[src/rtl/uart_fifo_receiver.sv]
// uart_fifo_receiver: UART receiver with synchroniser, glitch rejection, break handling and a FWFT receive FIFO.
// Define UART_RX_PARITY_EN to build the parity state and checker.
module uart_fifo_receiver #(
  parameter int CLK_CYCLES     = 4167,
  parameter int CTR_WIDTH      = 16,
  parameter int DATA_BITS      = 8,
  parameter int PARITY         = 0,
  parameter int FIFO_LOG_DEPTH = 3
) (
  input  logic                      clk,
  input  logic                      reset,
  input  logic                      uart_rx,
  output logic [DATA_BITS-1:0]      dout,
  output logic                      frame_err,
  output logic                      parity_err,
  output logic                      valid,
  input  logic                      ready,
  output logic [FIFO_LOG_DEPTH:0]   count,
  output logic                      overrun,
  input  logic                      clear_ovr,
  output logic                      busy
);
  localparam int DEPTH = 2 ** FIFO_LOG_DEPTH;
  localparam int IW = $clog2(DATA_BITS);
  localparam logic [CTR_WIDTH-1:0] HALF = CTR_WIDTH'(CLK_CYCLES / 2 - 1);
  localparam logic [CTR_WIDTH-1:0] FULL = CTR_WIDTH'(CLK_CYCLES - 1);
`ifdef UART_RX_PARITY_EN
  typedef enum logic [2:0] {S_IDLE, S_START, S_DATA, S_PARITY, S_STOP, S_BREAK} state_t;
  localparam state_t AFTER_DATA = state_t'((PARITY != 0) ? S_PARITY : S_STOP);
`else
  typedef enum logic [2:0] {S_IDLE, S_START, S_DATA, S_STOP, S_BREAK} state_t;
  localparam state_t AFTER_DATA = S_STOP;
`endif
  state_t                    state_q, state_d;
  logic [1:0]                sync_q;
  logic                      rx_s;
  logic [CTR_WIDTH-1:0]      ctr_q, ctr_d;
  logic [IW-1:0]             idx_q, idx_d;
  logic [DATA_BITS-1:0]      sh_q, sh_d;
  logic                      perr_q, perr_d;
  logic [DATA_BITS+1:0]      mem_q [DEPTH];
  logic [FIFO_LOG_DEPTH-1:0] wr_q, wr_d, rd_q, rd_d;
  logic [FIFO_LOG_DEPTH:0]   cnt_q, cnt_d;
  logic                      ovr_q, ovr_d;
  logic                      sample, push, pop, full, wr_en;

  assign rx_s   = sync_q[1];
  assign sample = ctr_q == '0;

  always_comb begin
    state_d = state_q;
    ctr_d   = state_q == S_IDLE ? HALF : sample ? FULL : ctr_q - 1'b1;
    idx_d   = idx_q;
    sh_d    = sh_q;
    perr_d  = perr_q;
    push    = 1'b0;
    case (state_q)
      S_IDLE:  state_d = rx_s ? S_IDLE : S_START;
      S_START: if (sample) begin
        state_d = rx_s ? S_IDLE : S_DATA;
        idx_d   = '0;
        perr_d  = 1'b0;
      end
      S_DATA: if (sample) begin
        sh_d  = {rx_s, sh_q[DATA_BITS-1:1]};
        idx_d = idx_q + 1'b1;
        if (idx_q == IW'(DATA_BITS - 1)) state_d = AFTER_DATA;
      end
`ifdef UART_RX_PARITY_EN
      S_PARITY: if (sample) begin
        perr_d  = (^sh_q ^ rx_s) != (PARITY == 1);
        state_d = S_STOP;
      end
`endif
      S_STOP: if (sample) begin
        push    = 1'b1;
        state_d = rx_s ? S_IDLE : S_BREAK;
      end
      S_BREAK: state_d = rx_s ? S_IDLE : S_BREAK;
      default: state_d = S_IDLE;
    endcase
  end

  assign valid = cnt_q != '0;
  assign pop   = valid && ready;
  assign full  = cnt_q == (FIFO_LOG_DEPTH+1)'(DEPTH);

  // a full FIFO still accepts a push when the head leaves in the same cycle
  always_comb begin
    wr_en = push && (!full || pop);
    wr_d  = wr_en ? wr_q + 1'b1 : wr_q;
    rd_d  = pop ? rd_q + 1'b1 : rd_q;
    cnt_d = cnt_q + {{FIFO_LOG_DEPTH{1'b0}}, wr_en} - {{FIFO_LOG_DEPTH{1'b0}}, pop};
    ovr_d = (push && !wr_en) || (ovr_q && !clear_ovr);
  end

  always_ff @(posedge clk or posedge reset) begin
    if (reset) begin
      sync_q  <= 2'b11;
      state_q <= S_IDLE;
      ctr_q   <= '0;
      idx_q   <= '0;
      sh_q    <= '0;
      perr_q  <= 1'b0;
      wr_q    <= '0;
      rd_q    <= '0;
      cnt_q   <= '0;
      ovr_q   <= 1'b0;
    end else begin
      sync_q  <= {sync_q[0], uart_rx};
      state_q <= state_d;
      ctr_q   <= ctr_d;
      idx_q   <= idx_d;
      sh_q    <= sh_d;
      perr_q  <= perr_d;
      wr_q    <= wr_d;
      rd_q    <= rd_d;
      cnt_q   <= cnt_d;
      ovr_q   <= ovr_d;
    end
  end

  always_ff @(posedge clk) begin
    if (wr_en) mem_q[wr_q] <= {perr_q, ~rx_s, sh_q};
  end

  assign {parity_err, frame_err, dout} = valid ? mem_q[rd_q] : '0;
  assign count   = cnt_q;
  assign overrun = ovr_q;
  assign busy    = state_q != S_IDLE;
endmodule

[config.mk]
export PLATFORM = sky130hd
export DESIGN_NAME = uart_fifo_receiver
export DESIGN_NICKNAME = d
export VERILOG_FILES = /design/src/rtl/uart_fifo_receiver.sv
export SDC_FILE = /design/constraint.sdc
export NUM_CORES = 1
export LEC_CHECK = 0
export BUFFER_PORTS_ARGS = -buffer_cell sky130_fd_sc_hd__buf_2
export CAP_MARGIN = 20
export CORE_ASPECT_RATIO = 0.7
export CORE_MARGIN = 3
export CORE_UTILIZATION = 60
export DETAILED_ROUTE_END_ITERATION = 10
export GPL_ROUTABILITY_DRIVEN = 0
export PLACE_DENSITY_LB_ADDON = 0.2
export SETUP_SLACK_MARGIN = 0.15
export SLEW_MARGIN = 40
export SYNTH_ARGS = -nofsm -noshare
export SYNTH_HDL_FRONTEND = slang
export SYNTH_SLANG_ARGS = --single-unit
[constraint.sdc]
create_clock -name clk -period 6.1 [get_ports clk]
set_input_delay 0.305 -clock clk [delete_from_list [all_inputs] [get_ports clk]]
set_output_delay 0.305 -clock clk [all_outputs]
set_load 0.02 [all_outputs]
==> qor.yml <==
critical_path:
  worst_path_max_delay_cell: "o31ai_1"
  required_ps: 6400
  r2r_slack_ps: 2880
  slowest_delay_ps: 610
  reg2regPathDepth: 7
  crit_fanout: 11
  setup.worst_path.end_class: "flop"
  worstReg2RegStart: "ctr_q[6]"
  worstReg2RegEnd: "count[2]"
  path_class: "flop to flop"
  cp_data_arrival_time_ps: 3520
  cp-start-kind: "flop"
  path_cells: "nor4_1 -> nand4_1 -> o31ai_1 -> o21ai_0 -> ha_1 -> fa_1 -> xor2_1"
synthesis:
  synthArstFlopShare: 0.374
  synth-simple-area-share: 0.0961
  synthDistinctLibCells: 51
  synth_top_area_share: 0.438
  netlist_area_um2: 4930
  yosys.area_share.xor_xnor: 0.0266
  synth_top_family_by_area: "multiplexers"
  yosysWarnings: 0
  yosys_register_bits: 115
  synth_compound_area_frac: 0.0368
  synth_edf_count: 72
  synth_fa_ha_area_frac: 0.0294
  synthCells: 319
  yosysSeqAreaShare: 0.657
  synth.avg_cell_area_um2: 15.5
  synth_ff_type: "edfxtp_1"
  syn_nets: 335
  synth.mux.area_fraction: 0.129
  synth_top_cell_by_area: "edfxtp_1"
  synth_area_leaders: "edfxtp_1 44%, dfrtp_1 21%, mux4_2 8.2%, ha_1 2.5%, mux2_4 2.4%"
power:
  leakage_nw: 2.40
  ir_drop_mv: 0.346
  power_density_nw_per_um2: 385
global_route:
  grt_max_degree: 44
  grt_pass1_vias: 2824
  antenna_found_initial: 0
  grt_pass1_wl_um: 16300
  grtUsageTotal: 0.244
  overflow: 0
floorplan:
  io_pins: 22
  core_um2: 7640
  die_w_um: 114
  start_util: 0.645
  rows: 26
  die_y_um: 81.9
  dieArea_um2: 9360
timing:
  rsz0062_at_grt: "false"
  fin_crit_ps: 3220
  setup_tns_ps: 0
  fin_skew_ps: 6.57
  period_share: 0.528
  tightest_slew_ps: 781
  maxSlewViolCount: 0
  hold_violations: 0
  slew_headroom: 0.476
  timing.fmax_mhz: 310
  setup_viol: 0
job:
  max_cap_violations: 0
drt:
  drt_iter0_drc: 277
  drt_wl_total_um: 10200
  routedWlPerCell_um: 22.2
  drc: 0
  ant_nets: 0
  viasPerCell: 6.34
  dr.pass1.iters: 5
  vias: 2909
run_status:
  status: "complete, no violations"
finish:
  nets: 364
  mostFrequentLayoutCell: "edfxtp_1"
  final_cell_mix: "72 x edfxtp_1, 40 x dfrtp_1, 26 x nor2_1, 20 x buf_2, 18 x mux4_2"
  area_delta_synth_final_pct: 17.4
  layout-drive-gt1-share: 0.269
  diodes: 0
  finalNonFillerCells: 459
  fill_cells: 439
clock_tree:
  cts_max_path_buffers: 2
  path_clk_slew_ps: 60
  clock_latency_ps: 410
  cts_tree: "done"
  cts-resized-gates: 0
  clock_sinks: 115
  cts_root_buffer: "clkbuf_16"
  numCtsBuffers: 17
  cts-htree-levels: 4
placed_design:
  placed_cells: 426
  port_buffers: 20
  hpwl_um: 6190
min_path:
  hp-class: "input port to async pin"
-- logic make-up (layout without fill, tap and decap cells) --
logic type	after synthesis	count (layout)
simple gates	88	88
flops	115	115
other cells	1	1
compound gates	26	26
buf+inv	26	68
mux	37	37
fa+ha+maj	11	11
xor+xnor	15	15
-- layout make-up --
| class | count | area [µm²] | share of cell area |
|---|---|---|---|
| Clock buffer | 17 | 425 | 0.0734 |
| Clock inverter | 15 | 206 | 0.0356 |
| Inverter | 10 | 37.5 | 0.00648 |
| Multi-Input combinational cell | 178 | 1610 | 0.278 |
| Sequential cell | 115 | 3240 | 0.559 |
| Tap cell | 98 | 123 | 0.0212 |
| Timing Repair Buffer | 26 | 148 | 0.0255 |
-- report_power, final --
group | leakage, nW | switching (mW) | internal [mW] | total, mW
Combinational | 0.759 | 0.133 | 0.135 | 0.268
Sequential | 1.35 | 0.0706 | 0.850 | 0.921
Clock | 0.294 | 0.355 | 0.686 | 1.04
-- metrics by stage --
| step | power (mW) | hold slack (ps) | utilization | setup WS, ps | instance area, µm² |
|---|---|---|---|---|---|
| final | 2.23 | 6.69 | 0.758 | 2880 | 5790 |
| after global placement | 1.20 | 346 | 0.670 | 3000 | 5120 |
| after CTS | 2.25 | 25.9 | 0.756 | 2940 | 5780 |
| after floorplan | 1.13 | 309 | - | 3230 | 4930 |
| after global routing | 2.32 | 48.9 | 0.758 | 2590 | 5790 |
| after detailed placement | 1.21 | 353 | 0.673 | 3030 | 5140 |
-- cell usage after synthesis (all sizes together) (3+ instances only) --
library cell and instances:
ha 10, o31ai 5, a21oi 5, a211o 4, edfxtp 72, nand3b 3, and2 3, mux4 18
nand2 6, dfrtp 41, nand2b 5, clkbuf 10, nor2 29, xnor2 10, buf 6, nor3 9
o21ai 4, nor4 7, mux2 10, xor2 5, or3 5, or4 6, nand4 4, mux2i 9
nand3 3, inv 10
-- flip-flops by register name, indices dropped and copies added, names as in the netlist, 2 cells and up --
register,flops
sync_q,2
mem_q,72
wr_q,3
state_q,3
idx_q,3
count,4
ctr_q,16
rd_q,3
sh_q,8
-- timing repair --
item	4_1_cts	5_1_grt
buffers inserted	0	0
hold buffers	1	0
hold endpoints to repair	1	0
-- critical path: cells and delay by family (launching register included) --
kind,cells,cell delay [ps]
compound gates,2,820
xor+xnor,1,170
fa+ha+maj,2,640
flops,1,420
simple gates,2,1060
-- worst max-delay path by stage --
stage          startpoint           to  depth (start not counted)
6_report         ctr_q[6]     count[2]                          7
5_1_grt          ctr_q[6]     count[2]                          7
4_1_cts          ctr_q[6]     count[2]                          7
3_5_place_dp     ctr_q[6]     count[2]                          7
3_3_place_gp     ctr_q[6]  mem_q[6][0]                          4
2_1_floorplan    ctr_q[6]  mem_q[0][0]                          5
-- routing by layer --
metal / global-route usage / part of all wire / up-vias
met3: 0.0869 / 0.095 / 17
met2: 0.340 / 0.44 / 166
met5: 0 / 0 / -
li1: - / - / 1270
met4: 0.0724 / 0.014 / 0
met1: 0.362 / 0.45 / 1456
No activity file was read; power rests on OpenSTA's default activity.
